### src/rtl/ql_ram_arbiter_if.sv
// Bus bundle between the CPU/video requesters, refresh tick, SDRAM controller and ql_ram_arbiter.
// slave = arbiter's view; master = environment (requesters + SDRAM controller) view.
interface ql_ram_arbiter_if #(
  parameter int AW = 24
);
  logic          cpu_req;
  logic          cpu_we;
  logic [1:0]    cpu_be;
  logic [AW-1:0] cpu_addr;
  logic [15:0]   cpu_wdata;
  logic [15:0]   cpu_rdata;
  logic          cpu_ack;
  logic          vid_req;
  logic [AW-1:0] vid_addr;
  logic [15:0]   vid_rdata;
  logic          vid_ack;
  logic          ref_req;
  logic          ram_req;
  logic          ram_we;
  logic [1:0]    ram_be;
  logic [AW-1:0] ram_addr;
  logic [15:0]   ram_wdata;
  logic          ram_refresh;
  logic [15:0]   ram_rdata;
  logic          ram_ready;
  logic [1:0]    owner;

  modport slave (
    input  cpu_req, cpu_we, cpu_be, cpu_addr, cpu_wdata,
    output cpu_rdata, cpu_ack,
    input  vid_req, vid_addr,
    output vid_rdata, vid_ack,
    input  ref_req,
    output ram_req, ram_we, ram_be, ram_addr, ram_wdata, ram_refresh,
    input  ram_rdata, ram_ready,
    output owner
  );

  modport master (
    output cpu_req, cpu_we, cpu_be, cpu_addr, cpu_wdata,
    input  cpu_rdata, cpu_ack,
    output vid_req, vid_addr,
    input  vid_rdata, vid_ack,
    output ref_req,
    input  ram_req, ram_we, ram_be, ram_addr, ram_wdata, ram_refresh,
    output ram_rdata, ram_ready,
    input  owner
  );
endinterface

### src/rtl/ql_ram_arbiter.sv
// Single-port SDRAM arbiter for CPU, video fetch and refresh; one transaction in flight.
// Optional CPU wait-cycle statistics counter enabled by defining QL_ARB_STATS_EN.
module ql_ram_arbiter #(
  parameter int AW           = 24,
  parameter int CPU_MAX_WAIT = 4,
  parameter int REF_MAX      = 3
) (
  input  logic            clk_sys,
  input  logic            reset_n,
  ql_ram_arbiter_if.slave bus,
  input  logic            stats_clr,
  output logic [15:0]     cpu_wait
);
  localparam int RCW = $clog2(REF_MAX + 1);
  localparam int SCW = $clog2(CPU_MAX_WAIT + 1);
  localparam logic [RCW-1:0] REF_FULL    = RCW'(REF_MAX);
  localparam logic [SCW-1:0] STREAK_FULL = SCW'(CPU_MAX_WAIT);
  localparam logic [1:0] OWN_NONE = 2'b00;
  localparam logic [1:0] OWN_CPU  = 2'b01;
  localparam logic [1:0] OWN_VID  = 2'b10;
  localparam logic [1:0] OWN_REF  = 2'b11;

  typedef enum logic [1:0] {IDLE, BUSY, DONE} state_t;

  state_t         state;
  logic [RCW-1:0] ref_cnt;
  logic [SCW-1:0] vid_streak;
  logic [1:0]     gnt;
  logic [AW-1:0]  gnt_addr;
  logic           gnt_cpu;
  logic           gnt_vid;
  logic           gnt_ref;

  function automatic logic [RCW-1:0] ref_sat_inc(input logic [RCW-1:0] v);
    return (v == REF_FULL) ? v : v + RCW'(1);
  endfunction

  function automatic logic [SCW-1:0] streak_sat_inc(input logic [SCW-1:0] v);
    return (v == STREAK_FULL) ? v : v + SCW'(1);
  endfunction

  // Urgent refresh beats everything; a starved CPU beats video; idle-time refresh is last.
  always_comb begin
    gnt = OWN_NONE;
    if (ref_cnt == REF_FULL)                             gnt = OWN_REF;
    else if (bus.cpu_req && (vid_streak == STREAK_FULL)) gnt = OWN_CPU;
    else if (bus.vid_req)                                gnt = OWN_VID;
    else if (bus.cpu_req)                                gnt = OWN_CPU;
    else if (ref_cnt != '0)                              gnt = OWN_REF;
  end

  assign gnt_cpu  = (state == IDLE) && (gnt == OWN_CPU);
  assign gnt_vid  = (state == IDLE) && (gnt == OWN_VID);
  assign gnt_ref  = (state == IDLE) && (gnt == OWN_REF);
  assign gnt_addr = (gnt == OWN_VID) ? bus.vid_addr : bus.cpu_addr;

  always_ff @(posedge clk_sys or negedge reset_n) begin
    if (!reset_n) begin
      ref_cnt    <= '0;
      vid_streak <= '0;
    end else begin
      if (bus.ref_req && !gnt_ref)      ref_cnt <= ref_sat_inc(ref_cnt);
      else if (!bus.ref_req && gnt_ref) ref_cnt <= ref_cnt - RCW'(1);
      if (!bus.cpu_req || gnt_cpu)      vid_streak <= '0;
      else if (gnt_vid)                 vid_streak <= streak_sat_inc(vid_streak);
    end
  end

  always_ff @(posedge clk_sys or negedge reset_n) begin
    if (!reset_n) begin
      state           <= IDLE;
      bus.ram_req     <= 1'b0;
      bus.ram_we      <= 1'b0;
      bus.ram_be      <= 2'b00;
      bus.ram_addr    <= '0;
      bus.ram_wdata   <= '0;
      bus.ram_refresh <= 1'b0;
      bus.owner       <= OWN_NONE;
      bus.cpu_ack     <= 1'b0;
      bus.vid_ack     <= 1'b0;
      bus.cpu_rdata   <= '0;
      bus.vid_rdata   <= '0;
    end else begin
      case (state)
        IDLE: begin
          if (gnt != OWN_NONE) begin
            state           <= BUSY;
            bus.ram_req     <= 1'b1;
            bus.owner       <= gnt;
            bus.ram_refresh <= (gnt == OWN_REF);
            bus.ram_we      <= (gnt == OWN_CPU) && bus.cpu_we;
            bus.ram_be      <= (gnt == OWN_CPU) ? bus.cpu_be : 2'b11;
            bus.ram_addr    <= gnt_addr;
            bus.ram_wdata   <= bus.cpu_wdata;
          end
        end
        BUSY: begin
          if (bus.ram_ready) begin
            state           <= DONE;
            bus.ram_req     <= 1'b0;
            bus.ram_refresh <= 1'b0;
            if (bus.owner == OWN_CPU) begin
              bus.cpu_ack   <= 1'b1;
              bus.cpu_rdata <= bus.ram_rdata;
            end
            if (bus.owner == OWN_VID) begin
              bus.vid_ack   <= 1'b1;
              bus.vid_rdata <= bus.ram_rdata;
            end
          end
        end
        DONE: begin
          state       <= IDLE;
          bus.owner   <= OWN_NONE;
          bus.cpu_ack <= 1'b0;
          bus.vid_ack <= 1'b0;
        end
        default: state <= IDLE;
      endcase
    end
  end

`ifdef QL_ARB_STATS_EN
  logic [15:0] cpu_wait_q;

  function automatic logic [15:0] sat_inc16(input logic [15:0] v);
    return (v == 16'hFFFF) ? v : v + 16'd1;
  endfunction

  always_ff @(posedge clk_sys or negedge reset_n) begin
    if (!reset_n)                        cpu_wait_q <= '0;
    else if (stats_clr)                  cpu_wait_q <= '0;
    else if (bus.cpu_req && !bus.cpu_ack) cpu_wait_q <= sat_inc16(cpu_wait_q);
  end

  assign cpu_wait = cpu_wait_q;
`else
  logic unused_stats_clr;
  assign unused_stats_clr = stats_clr;
  assign cpu_wait         = '0;
`endif

endmodule

### src/flat_wrapper.sv
// flat-port wrapper written by rule: the top's interface ports become plain ports
module ql_ram_arbiter_flat 
#(
  parameter int AW           = 24,
  parameter int CPU_MAX_WAIT = 4,
  parameter int REF_MAX      = 3
)
  (clk_sys, reset_n, stats_clr, cpu_wait, bus_cpu_req, bus_cpu_we, bus_cpu_be, bus_cpu_addr, bus_cpu_wdata, bus_cpu_rdata, bus_cpu_ack, bus_vid_req, bus_vid_addr, bus_vid_rdata, bus_vid_ack, bus_ref_req, bus_ram_req, bus_ram_we, bus_ram_be, bus_ram_addr, bus_ram_wdata, bus_ram_refresh, bus_ram_rdata, bus_ram_ready, bus_owner);
  ql_ram_arbiter_if #(.AW(AW)) bus_i ();
  input  logic clk_sys;
  input  logic reset_n;
  input  logic stats_clr;
  output logic [15:0] cpu_wait;
  input wire logic [$bits(bus_i.cpu_req)-1:0] bus_cpu_req;
  input wire logic [$bits(bus_i.cpu_we)-1:0] bus_cpu_we;
  input wire logic [$bits(bus_i.cpu_be)-1:0] bus_cpu_be;
  input wire logic [$bits(bus_i.cpu_addr)-1:0] bus_cpu_addr;
  input wire logic [$bits(bus_i.cpu_wdata)-1:0] bus_cpu_wdata;
  output wire logic [$bits(bus_i.cpu_rdata)-1:0] bus_cpu_rdata;
  output wire logic [$bits(bus_i.cpu_ack)-1:0] bus_cpu_ack;
  input wire logic [$bits(bus_i.vid_req)-1:0] bus_vid_req;
  input wire logic [$bits(bus_i.vid_addr)-1:0] bus_vid_addr;
  output wire logic [$bits(bus_i.vid_rdata)-1:0] bus_vid_rdata;
  output wire logic [$bits(bus_i.vid_ack)-1:0] bus_vid_ack;
  input wire logic [$bits(bus_i.ref_req)-1:0] bus_ref_req;
  output wire logic [$bits(bus_i.ram_req)-1:0] bus_ram_req;
  output wire logic [$bits(bus_i.ram_we)-1:0] bus_ram_we;
  output wire logic [$bits(bus_i.ram_be)-1:0] bus_ram_be;
  output wire logic [$bits(bus_i.ram_addr)-1:0] bus_ram_addr;
  output wire logic [$bits(bus_i.ram_wdata)-1:0] bus_ram_wdata;
  output wire logic [$bits(bus_i.ram_refresh)-1:0] bus_ram_refresh;
  input wire logic [$bits(bus_i.ram_rdata)-1:0] bus_ram_rdata;
  input wire logic [$bits(bus_i.ram_ready)-1:0] bus_ram_ready;
  output wire logic [$bits(bus_i.owner)-1:0] bus_owner;
  assign bus_i.cpu_req = bus_cpu_req;
  assign bus_i.cpu_we = bus_cpu_we;
  assign bus_i.cpu_be = bus_cpu_be;
  assign bus_i.cpu_addr = bus_cpu_addr;
  assign bus_i.cpu_wdata = bus_cpu_wdata;
  assign bus_cpu_rdata = bus_i.cpu_rdata;
  assign bus_cpu_ack = bus_i.cpu_ack;
  assign bus_i.vid_req = bus_vid_req;
  assign bus_i.vid_addr = bus_vid_addr;
  assign bus_vid_rdata = bus_i.vid_rdata;
  assign bus_vid_ack = bus_i.vid_ack;
  assign bus_i.ref_req = bus_ref_req;
  assign bus_ram_req = bus_i.ram_req;
  assign bus_ram_we = bus_i.ram_we;
  assign bus_ram_be = bus_i.ram_be;
  assign bus_ram_addr = bus_i.ram_addr;
  assign bus_ram_wdata = bus_i.ram_wdata;
  assign bus_ram_refresh = bus_i.ram_refresh;
  assign bus_i.ram_rdata = bus_ram_rdata;
  assign bus_i.ram_ready = bus_ram_ready;
  assign bus_owner = bus_i.owner;
  ql_ram_arbiter #(.AW(AW), .CPU_MAX_WAIT(CPU_MAX_WAIT), .REF_MAX(REF_MAX)) u_core (.clk_sys(clk_sys), .reset_n(reset_n), .bus(bus_i), .stats_clr(stats_clr), .cpu_wait(cpu_wait));
endmodule
### config.mk
export PLATFORM = sky130hd
export DESIGN_NAME = ql_ram_arbiter_flat
export DESIGN_NICKNAME = d
export VERILOG_FILES = /design/src/rtl/ql_ram_arbiter_if.sv /design/src/rtl/ql_ram_arbiter.sv /design/src/flat_wrapper.sv
export SDC_FILE = /design/constraint.sdc
export NUM_CORES = 1
export LEC_CHECK = 0
export BUFFER_PORTS_ARGS = -buffer_cell sky130_fd_sc_hd__buf_2
export CAP_MARGIN = 10
export CORE_AREA = 5 5 108 131
export CTS_BUF_LIST = sky130_fd_sc_hd__clkbuf_4 sky130_fd_sc_hd__clkbuf_8
export CTS_CLUSTER_DIAMETER = 30
export CTS_CLUSTER_SIZE = 24
export DETAILED_ROUTE_END_ITERATION = 8
export DIE_AREA = 0 0 113 136
export GPL_ROUTABILITY_DRIVEN = 1
export GPL_TIMING_DRIVEN = 0
export PLACE_DENSITY = 0.64
export SLEW_MARGIN = 20
export SYNTH_ARGS = -nofsm -noshare
export SYNTH_HDL_FRONTEND = slang
export SYNTH_SLANG_ARGS = --single-unit
### constraint.sdc
create_clock -name clk_sys -period 6.2 [get_ports clk_sys]
set_clock_uncertainty 0.2 [all_clocks]
set_input_delay 0.93 -clock clk_sys [delete_from_list [all_inputs] [get_ports clk_sys]]
set_output_delay 0.93 -clock clk_sys [all_outputs]
set_load 0.005 [all_outputs]
* After elaboration in Yosys (flattened, before gate mapping)
Cells that the tools add are included.
W data, S select, Z words.
** Cells by class
- Add/subtract/negate cells :: 3
- Multiply operators :: 0
- Div/mod/pow operators :: 0
- $lt $le $gt $ge :: 0
- Equal/unequal tests :: 15
- Shift-type cells :: 0
- Multiplexer cells :: 29
- Bitwise gates (word level) :: 0
- Reduce and logical (&&, ||, !) cells :: 29
** Operators by type and width (number)
- $mux W2 :: 12
- $mux W24 :: 1
- $reduce_and A3 Y1 :: 5
- $reduce_bool A2 Y1 :: 7
- $eq A2 B2 Y1 const B :: 5
- $reduce_and A2 Y1 :: 5
- $mux W3 :: 3
- $ne A2 B2 Y1 const B :: 4
- $pmux W1 S2 :: 4
- $pmux W2 S2 :: 2
- $logic_and A1 B1 Y1 :: 7
- $mux W1 :: 7
- $eq A2 B1 Y1 const B :: 3
- $ne A2 B1 Y1 const B :: 2
- $add A3 B1 Y3 const B :: 1
- $eq A3 B3 Y1 const B :: 1
- $logic_not A1 Y1 :: 3
- $add A2 B1 Y2 const B :: 1
- $logic_not A2 Y1 :: 1
- $sub A2 B1 Y2 const B :: 1
- $logic_or A1 B1 Y1 :: 1
** Word-level totals
- Register bits :: 88
- Latch bits :: 0
- Memory bits (writable) :: 0
- ROM bits :: 0
- Bits of input ports :: 90
- Output and inout port bits :: 97
- Word-level logic and storage cells :: 90
- Memories kept :: 0

* Logic depth before layout (Yosys ltp)
- Word-level depth :: 12
- Depth in mapped cells :: 8
- Gate-level depth less buffers :: 7

* Worst setup path before layout
Ideal clock, no wire load.
- Path type :: input -> register
- Start :: in bus_vid_req
- End :: reg u_core.bus.ram_wdata[10]
- Library setup time :: 125 ps
- Arrival time :: 2071 ps
- Data required time :: 5875 ps
- Setup slack :: 3804 ps
- Cell stages on the path :: 5
- Path buffers :: 1
- Cell sequence :: nor2b_1 -> o221a_2 -> a21boi_4 -> buf_6 -> mux2_4
** Between the ends
- Cells in the longest elaborated chain, start to end :: 5
** RTL lines
- start, declared :: line flat_wrapper.sv:21 : input wire logic [$bits(bus_i.vid_req)-1:0] bus_vid_req;
- $mux W2 :: line ql_ram_arbiter.sv:47 : else if (bus.vid_req) gnt = OWN_VID;
- $mux W2 :: line ql_ram_arbiter.sv:46 : else if (bus.cpu_req && (vid_streak == STREAK_FULL)) gnt = OWN_CPU;
- $mux W2 :: line ql_ram_arbiter.sv:45 : if (ref_cnt == REF_FULL) gnt = OWN_REF;
- $reduce_bool A2 Y1 :: line ql_ram_arbiter.sv:86 : if (gnt != OWN_NONE) begin
- $reduce_and A2 Y1 (no line)
- end signal, assigned :: line ql_ram_arbiter.sv:94 : bus.ram_wdata <= bus.cpu_wdata;
- end, declared :: line ql_ram_arbiter_if.sv:34 : output ram_req, ram_we, ram_be, ram_addr, ram_wdata, ram_refresh,
Every way passes these cells.
A chain may end at the register's enable or synchronous reset.

* Worst setup path in the final report
- Start :: in bus_ram_ready
- End :: reg u_core.bus.cpu_rdata[11]
** Between the ends
- Cells in the longest elaborated chain, start to end :: 1
** RTL lines
- start, declared :: line flat_wrapper.sv:33 : input wire logic [$bits(bus_i.ram_ready)-1:0] bus_ram_ready;
- $reduce_and A3 Y1 (no line)
- end signal, assigned :: line ql_ram_arbiter.sv:104 : bus.cpu_rdata <= bus.ram_rdata;
- end, declared :: line ql_ram_arbiter_if.sv:30 : output cpu_rdata, cpu_ack,
Every way passes these cells.

==> summary.txt <==
Timing
  – Worst rel slew slack: a little over half
  – Final hold viol count: 0
  – Transition time at the pin with the least slew margin: 0.6906 ns
  – Post-route minimum period: 2.389 ns
  – Final number of setup-violating endpoints: 0
  – Final worst-path cycle share: 38.53%
  – Peak clock frequency supported by timing: 418.6 MHz
  – Accumulated negative setup slack: 0 ns
  – Unrepaired setup endpoints after global routing: false
  – Final Max Tran Viols: 0

Setup path
  – Largest delay share family, worst path: simple AND/OR/NAND/NOR gates
  – Worst Setup Start Kind: input port
  – Kind of end point of the critical path: register
  – FF-to-FF setup slack: 3.92 ns
  – CP bufs+invs: 2
  – Worst reg2reg endpoint: u_core.bus.ram_wdata[13]
  – CP Cell Sequence: buf_2 > nand3b_4 > nor3b_2 > buf_4 > mux2_2
  – Critical Path Fanout Max: 10
  – Worst-case reg-to-reg path depth: 7
  – Data arrival, critical path: 2.43 ns
  – Delay of the slowest cell on the worst path: 0.59 ns
  – Library cell contributing the largest single delay on the critical path: sky130_fd_sc_hd__nor3b_2
  – Req. time, crit path: ~6.2 ns
  – Critical path type: input port to register
  – Worst reg2reg startpoint: u_core.vid_streak[0]

Place
  – Final weighted congestion in routability-driven placement: 0.8574
  – Post-DP HPWL: between 7000 and 8000 microns
  – Number of instances in the placed design: around 650
  – Buffers on Ports: 169

Power and ir drop
  – Switching component of the power: roughly 800 uW
  – Int Power: approximately 1.6 mW
  – Share of total power in sequential cells: between 40% and 50%
  – Comb pwr share: 40.8%
  – Static Leakage: 2.722 nW
  – Fraction of power consumed by the clock network: between 15 and 20%
  – Worst voltage drop across the vdd grid: approximately 0.19 mV
  – Pwr per Cell Area: around 460 nW/um^2
  – Switching fraction of total power: around 33%

GRT
  – Pin count of the biggest net entering global routing: 59
  – Global-route wire length before repair: between 15000 and 20000 microns
  – Initial antenna violation count: 0
  – Number of global-route vias before repair: between 3000 and 4000
  – Global routing usage summed across all routing layers: 12.46%
  – Total global routing overflow: 0

Yosys
  – Top cells by area, synth: sky130_fd_sc_hd__dfrtp_1 57%, sky130_fd_sc_hd__mux2_2 9.9%, sky130_fd_sc_hd__mux2i_1 6.7%, sky130_fd_sc_hd__mux2_4 3.9%, sky130_fd_sc_hd__buf_4 3.5%
  – Cell Area, Synth: 3867 sq um
  – Top-area cell type share of the netlist area: 56.94%
  – Total of warnings raised by yosys: 0
  – Post-synthesis simple-gate area fraction: 7.344%
  – Sequential element share of the synthesized area: 56.94%
  – Mean instance size in the synthesized netlist: 12.98 sq um
  – Number of synthesized register bits: 88
  – Fraction of the mapped netlist area in compound gates: 6.891%
  – Main combinational cell family by area after synthesis: multiplexers
  – Library cell occupying the most area in the post-synthesis netlist: sky130_fd_sc_hd__dfrtp_1
  – Proportion of synthesized area in mux cells: between 20 and 25%
  – Synth Instances: 298
  – Fraction of synthesized cell area in xor and xnor cells: 0.6794%
  – Synthesized-area fraction occupied by adder cells: 0.6470%
  – Distinct cells, synth: 37

Routing
  – Count of routing violations after the opening detailed-route iteration: 70
  – Drt drc: 0
  – DR vias/cell: around 4.3
  – Vias after detailed routing: 2882
  – Antenna Violating Nets Remaining: 0
  – Drt pass-1 iters: 4
  – Overall routed net length: 9654 microns
  – Routed length per placed instance: 14.47 microns

Die
  – Initial core utilization: 30.13%
  – Die Outline Area: roughly 15000 sq um
  – Number of cell rows: 46
  – Top-level port count: 187
  – Floorplan core area: about 13000 sq um
  – Die X-Extent: 113 microns
  – Floorplan die height: ~140 microns

Layout
  – Area of combinational cells with multiple inputs: 1500 sq um
  – Number of inserted filler cells in the final layout: 1240
  – Storage element area: 2202 sq um
  – Number of cells in the finished layout apart from fillers: 667
  – Number of inserted diodes: 0
  – Layout cell share with drive strength beyond 1: a little over half
  – Area Growth Syn to Fin: 35.30%
  – Number of nets in the layout: a little under 600

Clocking
  – Clock Tree Buf Depth: 2
  – CTS H-Tree Depth: 3
  – CTS hold repair buffers: 0
  – Clock Sink Count: 88
  – CTS tree: yes
  – Clk root buf: sky130_fd_sc_hd__clkbuf_8
  – Number of post-CTS setup repair buffers: 0
  – Clock transition at the registers of the reported paths: approximately 0.09 ns
  – Inserted Clock Buffers: 9
  – Number of gates given a new drive strength after cts: 0
  – Worst skew pair latency: 0.35 ns

Hold path
  – Hold path cells: 1
  – Path type of the worst min-delay path: register to register
  – Hold path endpoint: u_core.bus.ram_req
  – Worst Hold Launch: u_core.bus.ram_req

Run
  – Max-cap check violation count: 0

Outcome
  – Result of the run: finished, final reports clean
placed cells by master, fill, tap and decap left out, types with 8 or more instances in the layout:
master,instances
sky130_fd_sc_hd__buf_2,174
sky130_fd_sc_hd__dfrtp_1,88
sky130_fd_sc_hd__mux2_2,34
sky130_fd_sc_hd__nor2_1,32
sky130_fd_sc_hd__a21oi_1,26
sky130_fd_sc_hd__mux2i_1,26
sky130_fd_sc_hd__buf_4,19
sky130_fd_sc_hd__conb_1,16
sky130_fd_sc_hd__mux2_4,10
sky130_fd_sc_hd__clkbuf_8,9
sky130_fd_sc_hd__nand2_1,8
layout make-up:
type,instances,area share (%)
clock buffers,10,2.511
clock inverters,6,1.746
flip-flops and latches,88,42.09
well taps,168,4.017
inverters,7,0.5022
plain buffers,28,3.730
repair buffers,170,16.74
multi-input cells,190,28.67
stage by stage:
step	power [mW]	instance area (sq um)	hold WS [ns]	setup WS (ns)	utilization, %
after global routing	2.616	5233	0.3025	3.648	40.77
after CTS	2.468	5233	0.2843	3.781	40.77
final	2.417	5233	0.2803	3.811	40.77
after detailed placement	2.006	5010	0.2636	3.377	39.03
after global placement	1.969	4980	0.2560	3.275	38.80
after floorplan	1.571	3924	0.2737	3.804	-
how the worst max path moves through the flow:
stage               slack [ns]          start  cells past startpoint                  endpoint
finish                    3.81  bus_ram_ready                      5  u_core.bus.cpu_rdata[11]
global route              3.65    bus_vid_req                      7   u_core.bus.ram_addr[22]
CTS                       3.78    bus_vid_req                      7   u_core.bus.ram_addr[21]
detailed placement        3.38    bus_vid_req                      7   u_core.bus.ram_addr[21]
global placement          3.28        reset_n                      1   u_core.bus.cpu_rdata[2]
floorplan                 3.80    bus_vid_req                      5  u_core.bus.ram_wdata[10]
Yosys cell counts, drive strengths merged:
cell,count
o22ai,1
a221oi,1
a21oi,26
inv,7
nand2,8
nand3b,2
mux2i,26
nor3b,3
mux2,48
a21o,3
nand4,1
o21ai,2
buf,26
ha,2
dfrtp,88
nor4b,1
o22a,2
conb,1
o21bai,2
clkbuf,2
o221a,1
nor2b,2
nand2b,2
o221ai,1
nor2,32
or2,1
nand3,2
a21boi,1
xnor2,3
nor4,1
power groups by stage:
stage,sequential [mW],clock [mW],combinational [mW]
after global placement,0.984,0,0.985
final,0.984,0.446,0.987
after CTS,0.986,0.468,1.01
after detailed placement,0.993,0,1.01
after global routing,1.02,0.492,1.10
after floorplan,1.02,0,0.555
kinds of logic after synthesis:
group | after synthesis
compound gates | 40
xor+xnor | 3
fa+ha+maj | 2
buf+inv | 35
flops | 88
mux | 74
other cells | 1
simple gates | 55
layer usage:
| metal | vias to the layer above | wire length, microns | GRT usage [%] |
|---|---|---|---|
| li1 | 1391 | - | - |
| met5 | - | 0 | 0 |
| met3 | 14 | 930 | 4.809 |
| met1 | 1362 | 3791 | 14.05 |
| met4 | 0 | 133 | 4.810 |
| met2 | 115 | 4798 | 21.28 |
worst reg2reg max path, stage by stage, from the launching register on:
cell and delay [ns]:
sky130_fd_sc_hd__dfrtp_1 0.39, sky130_fd_sc_hd__inv_1 0.10, sky130_fd_sc_hd__ha_1 0.20, sky130_fd_sc_hd__nand3_2 0.14
sky130_fd_sc_hd__a221oi_4 0.49, sky130_fd_sc_hd__a21boi_4 0.17, sky130_fd_sc_hd__buf_6 0.18, sky130_fd_sc_hd__mux2_1 0.32
state kept, by name, summed over array words and instances (netlist names):
signal,flops
u_core.bus.ram_addr,24
u_core.bus.cpu_rdata,16
u_core.bus.ram_wdata,16
u_core.bus.vid_rdata,16
u_core.vid_streak,3
u_core.bus.owner,2
u_core.bus.ram_be,2
u_core.ref_cnt,2
u_core.state,2
u_core.bus.cpu_ack,1
u_core.bus.ram_refresh,1
u_core.bus.ram_req,1
u_core.bus.ram_we,1
u_core.bus.vid_ack,1
No activity file was read; power rests on OpenSTA's default activity.
